### src/rtl/bank_mem_pkg.sv
// Shared definitions for the 4-bank Hamming-coded memory: bank geometry,
// requester ids and the check-bit derivation used to size coded words.
package bank_mem_pkg;

  localparam int BANK_W    = 2;
  localparam int NUM_BANKS = 4;

  typedef enum logic {
    REQ_A = 1'b0,
    REQ_B = 1'b1
  } req_id_e;

  function automatic int parity_bits(input int data_width);
    return $clog2(data_width) + 1;
  endfunction

endpackage

### src/rtl/rd_tag_pipe.sv
// Fixed-depth shift register carrying {valid, requester id} alongside each
// issued read so the returning word can be steered to its requester.
module rd_tag_pipe
  import bank_mem_pkg::*;
#(
  parameter int DEPTH = 2
) (
  input  logic    clk,
  input  logic    clr,
  input  logic    push_valid,
  input  req_id_e push_id,
  output logic    pop_valid,
  output req_id_e pop_id
);

  logic    valid_q [DEPTH];
  req_id_e id_q    [DEPTH];

  always_ff @(posedge clk) begin
    if (clr) begin
      for (int i = 0; i < DEPTH; i++) begin
        valid_q[i] <= 1'b0;
        id_q[i]    <= REQ_A;
      end
    end else begin
      valid_q[0] <= push_valid;
      id_q[0]    <= push_id;
      for (int i = 1; i < DEPTH; i++) begin
        valid_q[i] <= valid_q[i-1];
        id_q[i]    <= id_q[i-1];
      end
    end
  end

  assign pop_valid = valid_q[DEPTH-1];
  assign pop_id    = id_q[DEPTH-1];

endmodule

### src/rtl/bank_access_scheduler.sv
// Two-requester round-robin scheduler for the 4-bank coded memory with a
// per-bank recovery window, a registered issue port and tagged read return.
module bank_access_scheduler
  import bank_mem_pkg::*;
#(
  parameter int DATA_WIDTH    = 8,
  parameter int PARITY_BITS   = parity_bits(DATA_WIDTH),
  parameter int CODE_WIDTH    = DATA_WIDTH + PARITY_BITS + 1,
  parameter int ADDR_WIDTH    = 6,
  parameter int RD_LATENCY    = 2,
  parameter int BANK_RECOVERY = 2
) (
  input  logic                         i_clk,
  input  logic                         i_rst,
  input  logic                         i_req_a,
  input  logic                         i_we_a,
  input  logic [ADDR_WIDTH-1:0]        i_addr_a,
  input  logic [CODE_WIDTH-1:0]        i_wdata_a,
  output logic                         o_gnt_a,
  output logic                         o_rvalid_a,
  input  logic                         i_req_b,
  input  logic                         i_we_b,
  input  logic [ADDR_WIDTH-1:0]        i_addr_b,
  input  logic [CODE_WIDTH-1:0]        i_wdata_b,
  output logic                         o_gnt_b,
  output logic                         o_rvalid_b,
  output logic [CODE_WIDTH-1:0]        o_rdata,
  output logic                         o_mem_en,
  output logic                         o_mem_we,
  output logic [BANK_W-1:0]            o_mem_sel,
  output logic [ADDR_WIDTH-BANK_W-1:0] o_mem_addr,
  output logic [CODE_WIDTH-1:0]        o_mem_wdata,
  input  logic [CODE_WIDTH-1:0]        i_mem_rdata
);

  localparam int IN_BANK_W = ADDR_WIDTH - BANK_W;
  localparam int CNT_W     = (BANK_RECOVERY > 0) ? $clog2(BANK_RECOVERY + 1) : 1;

  // Handshake: a requester raises req with we/addr/wdata stable and keeps them
  // until it sees its one-cycle gnt; the request is consumed at the end of that
  // gnt cycle, so a still-high req during gnt is masked from arbitration.
  logic [BANK_W-1:0] bank_a, bank_b;
  logic [CNT_W-1:0]  cnt [NUM_BANKS];
  req_id_e           ptr;
  logic              elig_a, elig_b, pick_a, pick_b;
  logic              push_valid, pop_valid;
  req_id_e           push_id, pop_id;

  assign bank_a = i_addr_a[ADDR_WIDTH-1 -: BANK_W];
  assign bank_b = i_addr_b[ADDR_WIDTH-1 -: BANK_W];

  always_comb begin
    elig_a = i_req_a && !o_gnt_a && (cnt[bank_a] == '0);
    elig_b = i_req_b && !o_gnt_b && (cnt[bank_b] == '0);
    pick_a = 1'b0;
    pick_b = 1'b0;
    if (elig_a && elig_b) begin
      pick_a = (ptr == REQ_A);
      pick_b = (ptr == REQ_B);
    end else begin
      pick_a = elig_a;
      pick_b = elig_b;
    end
  end

  // The read tag enters the pipe on the same edge that raises o_mem_en, so it
  // exits after RD_LATENCY edges, when o_rdata captures i_mem_rdata.
  assign push_valid = (o_gnt_a && !i_we_a) || (o_gnt_b && !i_we_b);
  assign push_id    = o_gnt_b ? REQ_B : REQ_A;

  rd_tag_pipe #(
    .DEPTH (RD_LATENCY)
  ) u_rd_tag_pipe (
    .clk        (i_clk),
    .clr        (i_rst),
    .push_valid (push_valid),
    .push_id    (push_id),
    .pop_valid  (pop_valid),
    .pop_id     (pop_id)
  );

  always_ff @(posedge i_clk) begin
    if (i_rst) begin
      o_gnt_a     <= 1'b0;
      o_gnt_b     <= 1'b0;
      ptr         <= REQ_A;
      for (int k = 0; k < NUM_BANKS; k++) cnt[k] <= '0;
      o_mem_en    <= 1'b0;
      o_mem_we    <= 1'b0;
      o_mem_sel   <= '0;
      o_mem_addr  <= '0;
      o_mem_wdata <= '0;
      o_rvalid_a  <= 1'b0;
      o_rvalid_b  <= 1'b0;
      o_rdata     <= '0;
    end else begin
      o_gnt_a <= pick_a;
      o_gnt_b <= pick_b;
      if (pick_a || pick_b) ptr <= pick_a ? REQ_B : REQ_A;

      for (int k = 0; k < NUM_BANKS; k++) begin
        if ((pick_a && bank_a == BANK_W'(k)) || (pick_b && bank_b == BANK_W'(k)))
          cnt[k] <= CNT_W'(BANK_RECOVERY);
        else if (cnt[k] != '0)
          cnt[k] <= cnt[k] - CNT_W'(1);
      end

      // Fields are still held by the requester during its gnt cycle.
      o_mem_en <= o_gnt_a || o_gnt_b;
      if (o_gnt_a) begin
        o_mem_we    <= i_we_a;
        o_mem_sel   <= bank_a;
        o_mem_addr  <= i_addr_a[IN_BANK_W-1:0];
        o_mem_wdata <= i_wdata_a;
      end else if (o_gnt_b) begin
        o_mem_we    <= i_we_b;
        o_mem_sel   <= bank_b;
        o_mem_addr  <= i_addr_b[IN_BANK_W-1:0];
        o_mem_wdata <= i_wdata_b;
      end

      o_rvalid_a <= pop_valid && (pop_id == REQ_A);
      o_rvalid_b <= pop_valid && (pop_id == REQ_B);
      if (pop_valid) o_rdata <= i_mem_rdata;
    end
  end

endmodule

### config.mk
export PLATFORM = sky130hd
export DESIGN_NAME = bank_access_scheduler
export DESIGN_NICKNAME = d
export VERILOG_FILES = /design/src/rtl/bank_mem_pkg.sv /design/src/rtl/rd_tag_pipe.sv /design/src/rtl/bank_access_scheduler.sv
export SDC_FILE = /design/constraint.sdc
export NUM_CORES = 1
export LEC_CHECK = 0
export BUFFER_PORTS_ARGS = -buffer_cell sky130_fd_sc_hd__clkbuf_2
export CAP_MARGIN = 20
export CORE_UTILIZATION = 43
export DETAILED_ROUTE_END_ITERATION = 7
export PLACE_DENSITY_LB_ADDON = 0.3
export SKIP_LAST_GASP = 1
export SYNTH_ARGS = -nofsm -noshare
export SYNTH_HDL_FRONTEND = slang
export SYNTH_SLANG_ARGS = --single-unit
### constraint.sdc
create_clock -name i_clk -period 1.6 [get_ports i_clk]
set_input_delay 0.32 -clock i_clk [delete_from_list [all_inputs] [get_ports i_clk]]
set_output_delay 0.32 -clock i_clk [all_outputs]
set_load 0.01 [all_outputs]
# Word-level counts from Yosys, hierarchy flattened
# Memory sizes are Yosys's and may differ from the RTL's.
# Cells that the tools add are included.
op_classes:
  add_sub_neg: 4
  eq_ne: 6
  muxes: 55
  bitwise_logic: 14
  n_reduce_logical: 37
ops:
  columns: ["operator", "n"]
  rows:
  - ["$mux 1", 41]
  - ["$mux 13", 2]
  - ["$mux 2", 10]
  - ["$logic_and 1x1->1", 17]
  - ["$or 1x1->1", 12]
  - ["$reduce_bool 2->1", 5]
  - ["$eq 2x2->1 const B", 4]
  - ["$logic_not 2->1", 4]
  - ["$mux 4", 2]
  - ["$sub 2x1->2 const B", 4]
  - ["$logic_or 1x1->1", 7]
  - ["$eq 2x1->1 const B", 2]
  - ["$logic_not 1->1", 4]
  - ["$not 1->1", 2]
word_totals:
  register_bits: 39
  ramBits: 12
  inputBits: 57
  out_inout_bits: 38
  wordCells: 130
  n_memories: 3
mem_list:
  columns: ["name", "depth", "word_bits", "rd", "rd_clocked_by_memory_dff", "wr", "line_no", "source"]
  rows:
  - ["cnt", 4, 2, 6, 0, 4, "bank_access_scheduler.sv:43", "logic [CNT_W-1:0] cnt [NUM_BANKS];"]
  - ["u_rd_tag_pipe.id_q", 2, 1, 2, 0, 2, "rd_tag_pipe.sv:17", "req_id_e id_q [DEPTH];"]
  - ["u_rd_tag_pipe.valid_q", 2, 1, 2, 0, 2, "rd_tag_pipe.sv:16", "logic valid_q [DEPTH];"]

# Depth between registers and ports, before layout
logic_depth:
  ltp_word: 12
  mapped_depth: 6
  depth_no_buf: 5

# Modules after synthesis
# From an unflattened synthesis, not the netlist that was laid out.
hier_totals:
  hier_cells: 247
  area_unflattened_um2: 2334.7
by_module_without_submodules:
  columns: ["module", "instances", "cells_each", "area_per_inst_um2", "seq_area_each_um2"]
  rows:
  - ["bank_access_scheduler", 1, 239, 2229.6, 1021.0]
  - ["rd_tag_pipe", 1, 8, 105.1, 80.1]

# Worst setup path before layout
# OpenSTA, ideal clock, no wires.
synth_path:
  path_kind: "reg2reg"
  start: "register o_gnt_b"
  end: "memory cnt[1][0] (netlist name) (data pin)"
  setup_ns: 0.273
  arrival_time_ns: 1.421
  t_required_ns: 1.327
  slack_ns: -0.093
  path_stages_with_launch: 7
  path_buffers: 1
  period_less_slack_ns: 1.693
  cell_sequence: "dfxtp_1 > buf_6 > nand2b_4 > or4_1 > a31oi_1 > a31oi_1 > nor4b_2"
synth_lines:
  columns: ["element", "line_no", "source"]
  rows:
  - ["start, declared", "bank_access_scheduler.sv:25", "output logic o_gnt_b,"]
  - ["start signal, assigned", "bank_access_scheduler.sv:98", "o_gnt_b <= pick_b;"]
  - ["end, declared", "bank_access_scheduler.sv:43", null]

==> flow_metrics.py <==
metrics = {
    "critical_path": {
        "reg2reg_from": "cnt[3][0]$_SDFFCE_PN0P_",
        "rr_endpoint": "cnt[0][0]$_SDFFCE_PN0P_",
        "worst_ep_required_time_ns": 1.63,
        "critPathKind": "register to register",
        "start_kind": "register",
        "arrival_ns": 1.74,
        "worst-path-max-fanout": 4,
        "r2r_slack_ns": -0.11,
        "reg2reg_depth": 5,
        "endpoint_kind": "register",
    },
    "grt": {
        "grt.met1_usage_pct": 22.86,
        "grt_util_met2_pct": 35.50,
        "antenna_found_initial": 0,
        "grt_pass1_vias": 2085,
        "grt_max_degree": 43,
        "grt_use_met3_pct": 3.593,
        "grt_pass1_wl_um": 9108,
        "grt-ovfl-total": 0,
        "track_usage_pct": 19.39,
        "grt_most_used_layer": "met2",
    },
    "floorplan": {
        "die_h_um": 76.55,
        "ioPinCount": 95,
        "row_count": 26,
        "dieArea_sq_um": 5860,
        "core-area_sq_um": 5238,
        "fp.dieW_um": 76.55,
        "initial_core_util_pct": 45.63,
    },
    "outcome": {
        "status": "finished, violations left",
        "violations": "negative setup slack",
    },
    "timing": {
        "worst_slack_ns": -0.1105,
        "clock.fmax_mhz": 584.6,
        "finalSetupViolations": 16,
        "slew_headroom_pct": 73.41,
        "tightest_slew_ns": 0.3988,
        "grt_setup_unrepaired": "true",
        "period_share_pct": 106.9,
        "finalMaxSlewViolations": 0,
        "finalCriticalPeriod_ns": 1.711,
        "hold_ws_ns": 0.2532,
        "hold_viol": 0,
        "skew_ns": 0.006356,
    },
    "logic_synthesis": {
        "synth.net_count": 313,
        "synth_cell_types": 41,
        "syn_area_per_cell_sq_um": 9.483,
        "ys_warn_count": 0,
        "yosysSeqAreaShare_pct": 46.07,
        "yosys-top-cells-area": "dfxtp_1 (36%), mux2i_1 (13%), edfxtp_1 (10%), nor2_1 (9.4%), a21oi_1 (5.0%)",
        "synth-seq-cells": 51,
        "synth_top_area_cell": "dfxtp_1",
        "synthCells": 252,
        "synth_top_area_share_pct": 36.02,
        "synthesis.area_sq_um": 2390,
    },
    "layout": {
        "n_antenna_cell": 0,
        "drive_gt1_share_pct": 43.60,
        "areaGrowthSynthToFinish_pct": 37.02,
        "num-fill-cells": 468,
        "design_area_sq_um": 3274,
        "finish.net_count": 427,
        "finalNonFillerCells": 437,
    },
    "routing": {
        "drtIter0Drc": 49,
        "wl_per_cell_um": 12.51,
        "drc": 0,
        "viasPerCell": 4.938,
        "routed_wl_um": 5466,
        "antenna_left": 0,
        "vias": 2158,
        "drt_pre_antenna_iters": 4,
    },
    "power_and_ir_drop": {
        "power_density_nw_per_um2": 1274,
        "switching_share_pct": 33.20,
        "p_switching_mw": 1.385,
        "p_comb_share_pct": 42.8,
        "power_frac_seq_pct": 40.5,
        "internal_power_mw": 2.788,
        "power.leakage_nw": 1.480,
        "p_clk_share_pct": 16.7,
        "ir_worst_vdd_mv": 0.6528,
    },
    "placed_design": {
        "dp_hpwl_um": 4033,
        "dp_cells": 421,
        "placed_cell_area_sq_um": 3032,
        "gp_congestion": 0.8788,
        "place_ws_ns": -0.1317,
        "portBuffers": 94,
    },
    "clock_network": {
        "cts_sinks": 51,
        "clk-insertion-delay-late_ns": 0.29,
        "clock_path_buffers": 2,
        "hold_buffers": 0,
        "cts.clk_slew.worst_paths_ns": 0.08,
        "cts_max_level": 2,
        "root_buffer": "clkbuf_8",
        "cts_tree": "built",
        "numCtsBuffers": 5,
    },
    "worst_hold_path": {
        "min-delay-start": "i_wdata_a[3]",
        "hold_class": "primary input to register",
        "hold-path-endpoint": "o_mem_wdata[3]$_SDFFE_PP0P_",
        "holdPathStages": 3,
    },
    "flow_run": {
        "max_cap_violations": 0,
    },
}
==> area by class of cell <==
cell class	count	area, sq um	area share, %
Tap cell	70	87.58	2.675
Clock buffer	7	76.32	2.331
Timing Repair Buffer	122	684.4	20.90
Multi-Input combinational cell	177	1285	39.24
Clock inverter	1	5.005	0.1528
Inverter	9	33.78	1.032
Sequential cell	51	1102	33.66
==> cell usage in the layout (no fill, tap or decap), types with 2 or more instances in the layout <==
master,synthesis,routed
a22oi_2,2,2
edfxtp_1,8,8
nand3_2,1,2
inv_1,9,9
nor3_1,2,2
nand2_1,3,3
mux2i_1,32,32
dfxtp_1,43,42
ha_1,4,4
or2_2,4,4
a21oi_1,24,24
a2bb2oi_4,0,2
buf_4,0,27
nand3_1,4,2
clkbuf_8,0,5
nor4b_2,4,4
and3_1,2,2
clkbuf_2,0,94
a31oi_4,1,3
or2_4,2,3
nand2b_1,6,6
clkbuf_1,8,2
nor2b_1,4,4
nor2_1,60,59
a31oi_2,1,2
==> state kept, by name, summed over array words and instances (netlist names) <==
register,count
cnt,8
o_gnt_a,1
o_gnt_b,1
o_mem_addr,4
o_mem_en,1
o_mem_sel,2
o_mem_wdata,13
o_mem_we,1
o_rdata,13
o_rvalid_a,1
o_rvalid_b,1
ptr,1
u_rd_tag_pipe.id_q,2
u_rd_tag_pipe.valid_q,2
==> routing by layer <==
layer  vias to the layer above  wire, um
li1                       1091         -
met1                      1001      2398
met2                        58      2754
met3                         8       248
met4                         0        65
met5                         -         0
==> metrics by stage <==
step                      power, mW  util, %    TNS, ns
after floorplan               2.707        -  -0.008407
after global placement        3.142    57.88    -0.6703
after detailed placement      3.190    57.88     -1.093
after CTS                     4.107    61.51    -0.9032
after global routing          4.478    62.52     -2.524
final                         4.173    62.52     -1.168
==> worst max-delay path, cell delays in order (launching register included) <==
cell and delay (ns):
edfxtp_1 0.43, or2_4 0.29, a31oi_4 0.23, a31oi_4 0.13
a22oi_2 0.23, nand3_1 0.14
==> kinds of logic (layout without fill, tap and decap cells) <==
group	count (synthesis)	count (layout)	synth area share [%]
and+or+nand+nor	100	100	21.73
DFF	51	51	46.07
AOI/OAI and AO/OA	41	41	12.46
muxes	32	32	13.40
buffers and inverters	24	139	4.241
adders and majority gates	4	4	2.094
==> how the worst max path moves through the flow <==
stage / from / to / cells after the start
floorplan: o_gnt_b$_SDFF_PP0_ / cnt[1][0]$_SDFFCE_PN0P_ / 6
global placement: i_addr_b[5] / cnt[1][0]$_SDFFCE_PN0P_ / 6
detailed placement: i_addr_b[5] / cnt[1][1]$_SDFFCE_PN0P_ / 7
CTS: o_gnt_b$_SDFF_PP0_ / cnt[1][0]$_SDFFCE_PN0P_ / 5
finish: cnt[3][0]$_SDFFCE_PN0P_ / cnt[0][0]$_SDFFCE_PN0P_ / 5
global route: cnt[1][0]$_SDFFCE_PN0P_ / cnt[0][0]$_SDFFCE_PN0P_ / 6
==> cell usage after synthesis <==
master / count
nor2_1: 60
dfxtp_1: 43
mux2i_1: 32
a21oi_1: 24
inv_1: 9
clkbuf_1: 8
edfxtp_1: 8
nand2b_1: 6
a31oi_1: 4
ha_1: 4
nand3_1: 4
nor2b_1: 4
nor4b_2: 4
or2_2: 4
buf_1: 3
buf_2: 3
nand2_1: 3
a22oi_2: 2
a2bb2oi_2: 2
and3_1: 2
nor3_1: 2
or2_4: 2
a211oi_1: 1
a21oi_2: 1
a22oi_1: 1
a31oi_2: 1
a31oi_4: 1
and2_4: 1
buf_6: 1
nand2b_4: 1
nand3_2: 1
nor2_2: 1
nor2b_2: 1
nor3b_1: 1
o2111a_1: 1
o211a_1: 1
o21a_1: 1
o221a_2: 1
or2_1: 1
or3_1: 1
or4_1: 1
==> power groups by stage <==
stage                     combinational [mW]  sequential, mW  clock [mW]
after global routing                    1.98            1.72       0.777
after detailed placement                1.49            1.70           0
after global placement                  1.45            1.69           0
after floorplan                        0.960            1.75           0
final                                   1.79            1.69       0.695
after CTS                               1.69            1.69       0.727
==> repair_timing <==
action,4_1_cts,5_1_grt
buffers inserted,4,4
pin swaps,5,3
resized for setup,12,4
endpoints found under the setup margin,16,16
(Power assumes the default switching activity.)
